### src/rtl/vga_pkg.sv
// vga_pkg: default VGA timing and the sync/blank record carried alongside each pixel
package vga_pkg;
  localparam int DEF_H_ACTIVE = 640;
  localparam int DEF_H_FP = 16;
  localparam int DEF_H_SYNC = 96;
  localparam int DEF_H_BP = 48;
  localparam int DEF_V_ACTIVE = 480;
  localparam int DEF_V_FP = 10;
  localparam int DEF_V_SYNC = 2;
  localparam int DEF_V_BP = 33;
  localparam int DEF_IMG_W = 256;
  localparam int DEF_IMG_H = 256;
  localparam int DEF_NUM_IMG = 2;
  localparam int DEF_ADDR_W = 32;
  localparam int DEF_MEM_LAT = 1;
  typedef struct packed {
    logic hs;
    logic vs;
    logic act;
    logic img;
  } vga_sig_t;
  localparam vga_sig_t SIG_IDLE = '{hs: 1'b1, vs: 1'b1, act: 1'b0, img: 1'b0};
endpackage

### src/rtl/vga_delay_line.sv
// vga_delay_line: tick-enabled shift register that lines sync/blank up with returning pixel data
module vga_delay_line
  import vga_pkg::*;
#(
  parameter int DEPTH = 2
) (
  input  logic     clk,
  input  logic     reset,
  input  logic     tick,
  input  vga_sig_t d,
  output vga_sig_t q
);
  vga_sig_t pipe [DEPTH];
  always_ff @(posedge clk or negedge reset)
    if (!reset) begin
      for (int i = 0; i < DEPTH; i++) pipe[i] <= SIG_IDLE;
    end else if (tick) begin
      pipe[0] <= d;
      for (int i = 1; i < DEPTH; i++) pipe[i] <= pipe[i-1];
    end
  assign q = pipe[DEPTH-1];
endmodule

### src/rtl/vga_stream_ctrl.sv
// vga_stream_ctrl: VGA timing generator streaming a stored grayscale image from byte memory
module vga_stream_ctrl
  import vga_pkg::*;
#(
  parameter int H_ACTIVE = DEF_H_ACTIVE,
  parameter int H_FP = DEF_H_FP,
  parameter int H_SYNC = DEF_H_SYNC,
  parameter int H_BP = DEF_H_BP,
  parameter int V_ACTIVE = DEF_V_ACTIVE,
  parameter int V_FP = DEF_V_FP,
  parameter int V_SYNC = DEF_V_SYNC,
  parameter int V_BP = DEF_V_BP,
  parameter int IMG_W = DEF_IMG_W,
  parameter int IMG_H = DEF_IMG_H,
  parameter int NUM_IMG = DEF_NUM_IMG,
  parameter int ADDR_W = DEF_ADDR_W,
  parameter int MEM_LAT = DEF_MEM_LAT
) (
  input  logic                                           clk,
  input  logic                                           reset,
  input  logic [(NUM_IMG > 1 ? $clog2(NUM_IMG) : 1)-1:0] image_select,
  input  logic [7:0]                                     pix_data,
  output logic [ADDR_W-1:0]                              video_address,
  output logic                                           pixlclk,
  output logic                                           hsync,
  output logic                                           vsync,
  output logic                                           sync_b,
  output logic                                           blank_b,
  output logic [7:0]                                     R,
  output logic [7:0]                                     G,
  output logic [7:0]                                     B,
  output logic                                           frame_start
);
  localparam int H_TOTAL = H_ACTIVE + H_FP + H_SYNC + H_BP;
  localparam int V_TOTAL = V_ACTIVE + V_FP + V_SYNC + V_BP;
  localparam int HW = $clog2(H_TOTAL);
  localparam int VW = $clog2(V_TOTAL);
  localparam int SW = NUM_IMG > 1 ? $clog2(NUM_IMG) : 1;
  logic              ph, tick, h_end, v_end;
  logic [HW-1:0]     hcnt;
  logic [VW-1:0]     vcnt;
  logic [31:0]       h32, v32;
  logic [SW-1:0]     sel_latched, sel_in, sel_eff;
  logic [ADDR_W-1:0] line_off;
  vga_sig_t          raw, dly;
  // image bases are a mux of constants, so no multiplier is built
  function automatic logic [ADDR_W-1:0] img_base(input logic [SW-1:0] s);
    img_base = '0;
    for (int i = 1; i < NUM_IMG; i++)
      if (s == SW'(i)) img_base = ADDR_W'(i * IMG_W * IMG_H);
  endfunction
  assign tick = ph;
  assign h32 = 32'(hcnt);
  assign v32 = 32'(vcnt);
  assign h_end = hcnt == HW'(H_TOTAL - 1);
  assign v_end = vcnt == VW'(V_TOTAL - 1);
  assign frame_start = tick && hcnt == '0 && vcnt == '0;
  assign sel_in = ({1'b0, image_select} >= (SW+1)'(NUM_IMG)) ? '0 : image_select;
  assign sel_eff = frame_start ? sel_in : sel_latched;
  assign raw.hs = !(h32 >= H_ACTIVE + H_FP && h32 < H_ACTIVE + H_FP + H_SYNC);
  assign raw.vs = !(v32 >= V_ACTIVE + V_FP && v32 < V_ACTIVE + V_FP + V_SYNC);
  assign raw.act = h32 < H_ACTIVE && v32 < V_ACTIVE;
  assign raw.img = h32 < IMG_W && v32 < IMG_H;
  // line_off tracks vcnt*IMG_W by accumulation instead of multiplying
  always_ff @(posedge clk or negedge reset)
    if (!reset) begin
      ph <= 1'b0;
      pixlclk <= 1'b0;
      hcnt <= '0;
      vcnt <= '0;
      sel_latched <= '0;
      line_off <= '0;
      video_address <= '0;
    end else begin
      ph <= !ph;
      pixlclk <= ph;
      if (tick) begin
        hcnt <= h_end ? '0 : hcnt + 1'b1;
        if (h_end) begin
          vcnt <= v_end ? '0 : vcnt + 1'b1;
          line_off <= v_end ? '0 : line_off + ADDR_W'(IMG_W);
        end
        if (frame_start) sel_latched <= sel_eff;
        if (raw.img) video_address <= img_base(sel_eff) + line_off + ADDR_W'(hcnt);
      end
    end
  vga_delay_line #(.DEPTH(MEM_LAT + 1)) u_dly (
    .clk(clk),
    .reset(reset),
    .tick(tick),
    .d(raw),
    .q(dly)
  );
  assign hsync = dly.hs;
  assign vsync = dly.vs;
  assign blank_b = dly.act;
  assign sync_b = 1'b1;
  assign R = (dly.img && dly.act) ? pix_data : 8'd0;
  assign G = R;
  assign B = R;
endmodule

### config.mk
export PLATFORM = sky130hd
export DESIGN_NAME = vga_stream_ctrl
export DESIGN_NICKNAME = d
export VERILOG_FILES = /design/src/rtl/vga_pkg.sv /design/src/rtl/vga_delay_line.sv /design/src/rtl/vga_stream_ctrl.sv
export SDC_FILE = /design/constraint.sdc
export NUM_CORES = 1
export LEC_CHECK = 0
export CAP_MARGIN = 20
export CORE_ASPECT_RATIO = 1.1
export CORE_UTILIZATION = 55
export CTS_BUF_LIST = sky130_fd_sc_hd__clkbuf_4
export DETAILED_ROUTE_END_ITERATION = 6
export PLACE_DENSITY = 0.81
export SYNTH_ARGS = -nofsm -noshare
export SYNTH_HDL_FRONTEND = slang
export SYNTH_SLANG_ARGS = --single-unit
### constraint.sdc
create_clock -name clk -period 4.25 [get_ports clk]
set_clock_uncertainty 0.1 [all_clocks]
set_input_delay 0.85 -clock clk [delete_from_list [all_inputs] [get_ports clk]]
set_output_delay 0.85 -clock clk [all_outputs]
set_load 0.02 [all_outputs]
==> flow_summary.yaml, run 1 <==
sta:
  final_max_slew_viol_count: 0
  post-route-min-period_ns: 3.81
  tightestPinTransition_ns: 1.01
  setup_violations: 0
  fmax_ghz: 0.262
  maxSlewHeadroom_pct: 32.7
  finalHoldViolations: 0
  tns_ns: 0
  finalCritPeriodShare_pct: 89.7
  setup_ws_ns: 0.436
  grt_setup_unrepaired: "no"
power:
  leakage_nw: 2.24
  ir_drop_mv: 0.188
  p_per_area_mw_per_mm2: 238
run:
  cap_violations: 0
die:
  rows: 35
  core_area_mm2: 0.00832
  top_level_ports: 73
  die_area_mm2: 0.00893
  start_util_pct: 56.5
  dieHeight_um: 99.0
  die_w_um: 90.2
synth:
  synth_top_area_share_pct: 44.2
  synth.area.top_cells: "dfrtp_1 (44%), nand2_1 (4.8%), o21ai_0 (4.4%)"
  yosysUniqueCellTypes: 49
  syn_area_per_cell_um2: 9.33
  synth_seq_cells: 87
  netlist_area_mm2: 0.00470
  ys_async_sr_fraction_pct: 100
  ys.flop_type: "dfrtp_1"
  ys.warnings.count: 0
  syn_nets: 524
  yosys.area.top_type: "dfrtp_1"
  synthCells: 504
  synth-edff-count: 0
  synth.top_cells.by_count: "dfrtp_1 (83), nand2_1 (60), o21ai_0 (41), nor2_1 (30)"
  seq_area_frac_synth_pct: 46.4
  synth.most_common_cell: "dfrtp_1"
worst_setup_path:
  worst_r2r_path_depth: 11
  rr_startpoint: "vcnt[0]$_DFFE_PN0P_"
  path_max_fanout: 5
  crit_required_ns: 3.30
  crit_type: "reg -> out"
  r2r_end: "video_address[30]$_DFFE_PN0P_"
  endpoint_kind: "primary output"
  ff2ff_setup_slack_ns: 0.63
  worstPathArrival_ns: 2.86
  worst_setup_path_start_kind: "register"
grt:
  track_usage_pct: 25.3
  grt_pass1_vias: 3782
  globalRouteOverflowTotal: 0
  antenna_found_initial: 0
  grt_pass1_wl_um: 18200
  grt_max_degree: 88
layout:
  fillers: 710
  final_area_mm2: 0.00546
  post-route-util_pct: 65.7
  final_net_count: 564
  antenna_cells: 0
  drive_gt1_share_pct: 7.10
  synthToLayoutAreaGrowth_pct: 16.2
clocking:
  clockBufferDepth: 2
  cts_resized: 0
  cts-root-buf: "clkbuf_4"
  cts_hold_buf: 0
  clock-sinks: 87
  cts_inserted_buffers: 9
  cts_setup_buffers: 0
  cts_max_level: 3
  cts_tree: "yes"
  clock_latency_ns: 0.43
  cts.clk_slew.worst_paths_ns: 0.14
drt:
  routed_wl_um: 10700
  ant_nets: 0
  wl_per_cell_um: 16.3
  drt_pre_antenna_iters: 5
  drtIter0Drc: 268
  via_count: 4046
  drc_errors: 0
  viasPerCell: 6.13
place:
  io_buffers: 71
  dpl_worst_slack_ns: 0.669
  placed_cell_area_mm2: 0.00532
  globalplace.congestion: 0.885
  dp_hpwl_um: 7350
hold_path:
  hp-class: "in -> async"
status:
  status: "complete, no violations"
[worst max-delay path: stages, from the launching register on]
cell             delay, ns
dfrtp_1               0.45
inv_1                 0.12
ha_1                  0.16
nor4b_1               0.46
nand2_1               0.13
nor4_2                0.42
clkdlybuf4s50_1       0.71
[registers in the layout, summed over array words and instances (netlist names)]
signal         count
ph                 1
pixlclk            1
vcnt              10
u_dly.q            4
sel_latched        1
video_address     32
line_off          24
u_dly.pipe         4
hcnt              10
[final cells by class]
class	instances	area [µm²]	share of cell area (%)
repair buffers	77	773	14.2
well taps	111	139	2.54
multi-input cells	358	2220	40.6
inverters	11	41.3	0.756
clock inverters	6	37.5	0.687
clock buffers	10	75.1	1.37
flip-flops and latches	87	2180	39.9
[kinds of logic after synthesis]
| family | count (synthesis) | share of synthesized area (%) |
|---|---|---|
| buffers and inverters | 59 | 6.60 |
| xor gates and xnor gates | 21 | 3.91 |
| AOI/OAI and AO/OA | 109 | 14.3 |
| adders and majority gates | 9 | 2.39 |
| and+or+nand+nor | 205 | 23.4 |
| muxes | 13 | 2.93 |
| DFF | 87 | 46.4 |
| other | 1 | 0.0797 |
[worst max path at each step]
stage	start	end	slack [ns]	cells past startpoint
finish	vcnt[0]$_DFFE_PN0P_	frame_start	0.44	6
global route	vcnt[0]$_DFFE_PN0P_	frame_start	0.22	6
CTS	vcnt[0]$_DFFE_PN0P_	frame_start	0.42	6
detailed placement	vcnt[0]$_DFFE_PN0P_	video_address[30]$_DFFE_PN0P_	0.67	11
global placement	vcnt[0]$_DFFE_PN0P_	video_address[28]$_DFFE_PN0P_	0.87	11
floorplan	vcnt[0]$_DFFE_PN0P_	video_address[22]$_DFFE_PN0P_	0.61	12
[cell usage in the layout, fill, tap and decap left out, types with 14 or more instances in the layout]
cell type and count:
nand3_1 14, dfrtp_1 83, or3_1 19, nor2_1 30, clkdlybuf4s50_1 70, nand4_1 16
o31ai_1 14, a21oi_1 19, nand2_1 60, o21ai_0 41, and3_1 16, or4_1 18
[metrics by stage]
stage	std cells	hold WS [ns]	power (mW)
finish	660	0.287	1.30
global route	660	0.303	1.36
CTS	659	0.394	1.31
detailed placement	643	0.364	0.919
global placement	643	0.361	0.918
floorplan	504	0.249	0.881
[report_power, final]
group          internal, mW  switching, mW
sequential            0.829       0.000524
combinational        0.0338         0.0419
clock                 0.124          0.272
[metal layers]
layer	global-route usage, %	part of all wire, %	up-vias
met5	0	0	-
met4	10.2	2.2	0
met3	4.78	5.9	23
met2	43.7	50	176
met1	31.4	42	1949
li1	-	-	1898
(Power assumes the default switching activity.)
==> run 2, diff against run 1 <==
Settings changed: CORE_MARGIN set to 1, CORE_UTILIZATION 55 to 30, PLACE_DENSITY 0.81 to not set, SKIP_CTS_REPAIR_TIMING set to 1.
==> flow_summary.yaml, run 2 (synthesis results as in run 1) <==
layout:
  regArea_mm2: 0.00218
  final_net_count: 565
  reg_top3: "video_address x32, line_off x24"
  multi_input_area_mm2: 0.00222
  instances_no_fill: 745
  largest_reg_flops: 32
  antenna_cells: 0
  fillers: 1561
  regMostFlops: "video_address"
  drive_gt1_share_pct: 7.47
  layout.cells.most_common_list: "dfrtp_1 (83), clkdlybuf4s50_1 (70), nand2_1 (60)"
  synthToLayoutAreaGrowth_pct: 18.6
  final_common_cell: "dfrtp_1"
clocking:
  cts.clk_slew.worst_paths_ns: 0.13
  cts_max_level: 3
  cts_inserted_buffers: 9
  cts-root-buf: "clkbuf_4"
  clock_latency_ns: 0.45
  clockBufferDepth: 2
  cts_tree: "yes"
  clock-sinks: 87
sta:
  setup_ws_ns: 0.440
  setup_violations: 0
  finalHoldViolations: 0
  maxSlewHeadroom_pct: 33.5
  final_max_slew_viol_count: 0
  grt_setup_unrepaired: "no"
  tns_ns: 0
  fmax_ghz: 0.262
  tightestPinTransition_ns: 0.998
  post-route-min-period_ns: 3.81
  finalCritPeriodShare_pct: 89.6
worst_setup_path:
  endpoint_kind: "primary output"
  path_max_fanout: 5
  worst_setup_path_start_kind: "register"
  worstPathArrival_ns: 2.86
  crit_type: "reg -> out"
  crit_required_ns: 3.30
  worst_r2r_path_depth: 11
power:
  leakage_nw: 2.26
  p_per_area_mw_per_mm2: 247
  ir_drop_mv: 0.131
place:
  io_buffers: 71
  dp_hpwl_um: 8000
  dpl_worst_slack_ns: 0.709
  dp.cells: 730
  globalplace.congestion: 0.867
status:
  status: "complete, no violations"
grt:
  grt_max_degree: 71
  globalRouteOverflowTotal: 0
  grt_pass1_vias: 3770
  antenna_found_initial: 0
  track_usage_pct: 15.0
  grt_pass1_wl_um: 19200
drt:
  ant_nets: 0
  drc_errors: 0
  viasPerCell: 5.43
  drt_pre_antenna_iters: 5
  routed_wl_um: 11700
  drtIter0Drc: 261
  wl_per_cell_um: 15.7
  via_count: 4049
die:
  start_util_pct: 31.0
  rows: 47
  dieHeight_um: 133
  top_level_ports: 73
  core_area_mm2: 0.0152
  die_area_mm2: 0.0162
  die_w_um: 121
hold_path:
  hp-class: "reg -> reg"
  hold_path_depth: 2
run:
  cap_violations: 0
## run 2: changes by cell type in the layout (fill, tap and decap cells not counted)
cell / delta
clkbuf_4: +3
buf_4: +2
clkinv_1: -2
clkinv_4: -2
buf_16: -1
bufinv_16: +1
clkinvlp_4: -1
## run 2: worst paths after layout
| check | startpoint | endpoint | slack, ns |
|---|---|---|---|
| hold reg to reg | video_address[2]$_DFFE_PN0P_ | video_address[2]$_DFFE_PN0P_ | 0.39 |
| setup reg to reg | vcnt[0]$_DFFE_PN0P_ | video_address[28]$_DFFE_PN0P_ | 0.63 |
| setup / recovery | vcnt[0]$_DFFE_PN0P_ | frame_start | 0.44 |
| min in group asynchronous | reset | video_address[21]$_DFFE_PN0P_ | 0.42 |
| max in group asynchronous | reset | line_off[27]$_DFFE_PN0P_ | 2.80 |
| hold / removal | video_address[2]$_DFFE_PN0P_ | video_address[2]$_DFFE_PN0P_ | 0.39 |
## run 2: critical path: stages (launching register included)
cell and delay [ns]:
dfrtp_1 0.44, inv_1 0.11, ha_1 0.15, nor4b_1 0.45, nand2_1 0.13, nor4_2 0.42, clkdlybuf4s50_1 0.71
## run 2: area by class of cell
cell class	instances	area share, %
clock buffers	13	1.75
clock inverters	2	0.628
inverters	11	0.740
multi-input cells	358	39.7
flip-flops and latches	87	39.1
well taps	196	4.40
repair buffers	78	13.6
## run 2: per-stage QoR
stage	hold slack (ns)	cell area, µm²	util [%]	total power [mW]
finish	0.387	5580	36.8	1.38
detailed placement	0.366	5450	35.9	0.921
global placement	0.359	5450	35.9	0.920
CTS	0.397	5580	36.8	1.40
floorplan	0.249	4700	-	0.881
global route	0.413	5580	36.8	1.43
## run 2: layer usage
layer | track usage [%] | vias up | part of all wire [%]
li1 | - | 1901 | -
met1 | 19.5 | 1987 | 46
met2 | 24.5 | 146 | 47
met3 | 2.74 | 15 | 5.2
met4 | 5.83 | 0 | 1.6
met5 | 0 | - | 0
## run 2: power breakdown
| group | internal (mW) | total, mW | switching [mW] |
|---|---|---|---|
| combinational | 0.0318 | 0.0731 | 0.0414 |
| clock | 0.203 | 0.474 | 0.271 |
| sequential | 0.829 | 0.829 | 0.000555 |
==> run 3, diff against run 2 <==
Settings changed: DONT_BUFFER_PORTS set to 1.
==> flow_summary.yaml, run 3 (synthesis results as in run 1) <==
worst_setup_path:
  path_max_fanout: 25
  worst_setup_path_start_kind: "register"
  worstPathArrival_ns: 3.85
  endpoint_kind: "register"
  crit_type: "reg -> reg"
  r2r_end: "video_address[30]$_DFFE_PN0P_"
  rr_startpoint: "vcnt[0]$_DFFE_PN0P_"
  worst_r2r_path_depth: 12
  startpoint: "vcnt[0]$_DFFE_PN0P_"
  crit_required_ns: 4.50
  ff2ff_setup_slack_ns: 0.66
status:
  status: "complete, no violations"
drt:
  via_count: 3672
  drt_pre_antenna_iters: 4
  routed_wl_um: 11100
  drc_errors: 0
  drtIter0Drc: 281
  ant_nets: 0
  viasPerCell: 5.42
  wl_per_cell_um: 16.3
die:
  top_level_ports: 73
  dieHeight_um: 133
  die_area_mm2: 0.0162
  core_area_mm2: 0.0152
  die_w_um: 121
  rows: 47
  start_util_pct: 31.0
clocking:
  cts.clk_slew.worst_paths_ns: 0.14
  cts_max_level: 3
  clock_latency_ns: 0.44
  cts-root-buf: "clkbuf_4"
  clock-sinks: 87
  clockBufferDepth: 2
  cts_inserted_buffers: 9
  cts_tree: "yes"
layout:
  layout.cells.most_common_list: "dfrtp_1 (83), nand2_1 (60), o21ai_0 (41)"
  final_area_mm2: 0.00493
  regMostFlops: "video_address"
  final_net_count: 495
  largest_reg_flops: 32
  synthToLayoutAreaGrowth_pct: 4.74
  drive_gt1_share_pct: 8.33
  post-route-util_pct: 32.5
  fillers: 1559
  final_common_cell: "dfrtp_1"
  reg_top3: "video_address x32, line_off x24"
power:
  ir_drop_mv: 0.118
  total_power_mw: 1.41
  p_per_area_mw_per_mm2: 286
  leakage_nw: 2.01
sta:
  tns_ns: 0
  fmax_ghz: 0.278
  post-route-min-period_ns: 3.59
  tightestPinTransition_ns: 0.998
  maxSlewHeadroom_pct: 33.5
  finalHoldViolations: 0
  finalCritPeriodShare_pct: 84.6
  setup_violations: 0
  grt_setup_unrepaired: "no"
  final_max_slew_viol_count: 0
place:
  globalplace.congestion: 0.824
  io_buffers: 0
  dp_hpwl_um: 7520
  placed_cell_area_mm2: 0.00474
grt:
  grt_pass1_vias: 3503
  globalRouteOverflowTotal: 0
  track_usage_pct: 14.1
  grt_pass1_wl_um: 18100
  antenna_found_initial: 1
  grt_max_degree: 88
run:
  cap_violations: 0
hold_path:
  hp-class: "in -> async"
run 3: layout make-up:
type	instances	area [µm²]	area share [%]
clock buffer	10	75.1	1.52
antenna	1	2.50	0.0508
timing repair buffer	8	80.1	1.63
multi-input combinational	358	2220	45.0
sequential	87	2180	44.3
inverter	11	41.3	0.838
tap	196	245	4.98
clock inverter	6	83.8	1.70
run 3: through the flow:
step | hold slack (ns) | cells | worst slack, ns
after floorplan | 0.249 | 504 | 0.610
after global placement | 0.365 | 659 | 0.781
after detailed placement | 0.374 | 659 | 0.681
after CTS | -0.0534 | 675 | 0.642
after global routing | 0.0610 | 677 | 0.475
final | 0.125 | 677 | 0.655
run 3: worst max path at each step:
stage,endpoint,cells past startpoint
after floorplan,video_address[22]$_DFFE_PN0P_,12
after global placement,video_address[24]$_DFFE_PN0P_,12
after detailed placement,video_address[24]$_DFFE_PN0P_,12
after CTS,video_address[30]$_DFFE_PN0P_,12
after global routing,video_address[27]$_DFFE_PN0P_,12
final,video_address[30]$_DFFE_PN0P_,12
run 3: routing by layer:
metal / up-vias / part of all wire [%] / wire length [µm] / GRT usage, %
met5: - / 0 / 0 / 0
met1: 1776 / 43 / 4740 / 18.1
li1: 1755 / - / - / -
met3: 15 / 6.6 / 728 / 3.90
met2: 126 / 49 / 5400 / 22.4
met4: 0 / 1.7 / 187 / 5.08
run 3: power by group:
group / internal [mW] / total (mW) / switching, mW / leakage (nW)
Combinational: 0.00613 / 0.0418 / 0.0356 / 0.781
Sequential: 0.829 / 0.830 / 0.00124 / 1.14
Clock: 0.244 / 0.535 / 0.292 / 0.0821
run 3: critical path: stages (launching register included):
cell and delay, ns:
dfrtp_1 0.44, inv_1 0.12, ha_1 0.15, nor4b_1 0.43, nand2_1 0.14, nor4_2 0.27
buf_4 0.20, mux2_2 0.35, ha_1 0.32, a41oi_1 0.11, buf_4 0.23, or4_1 0.48
a31oi_1 0.18
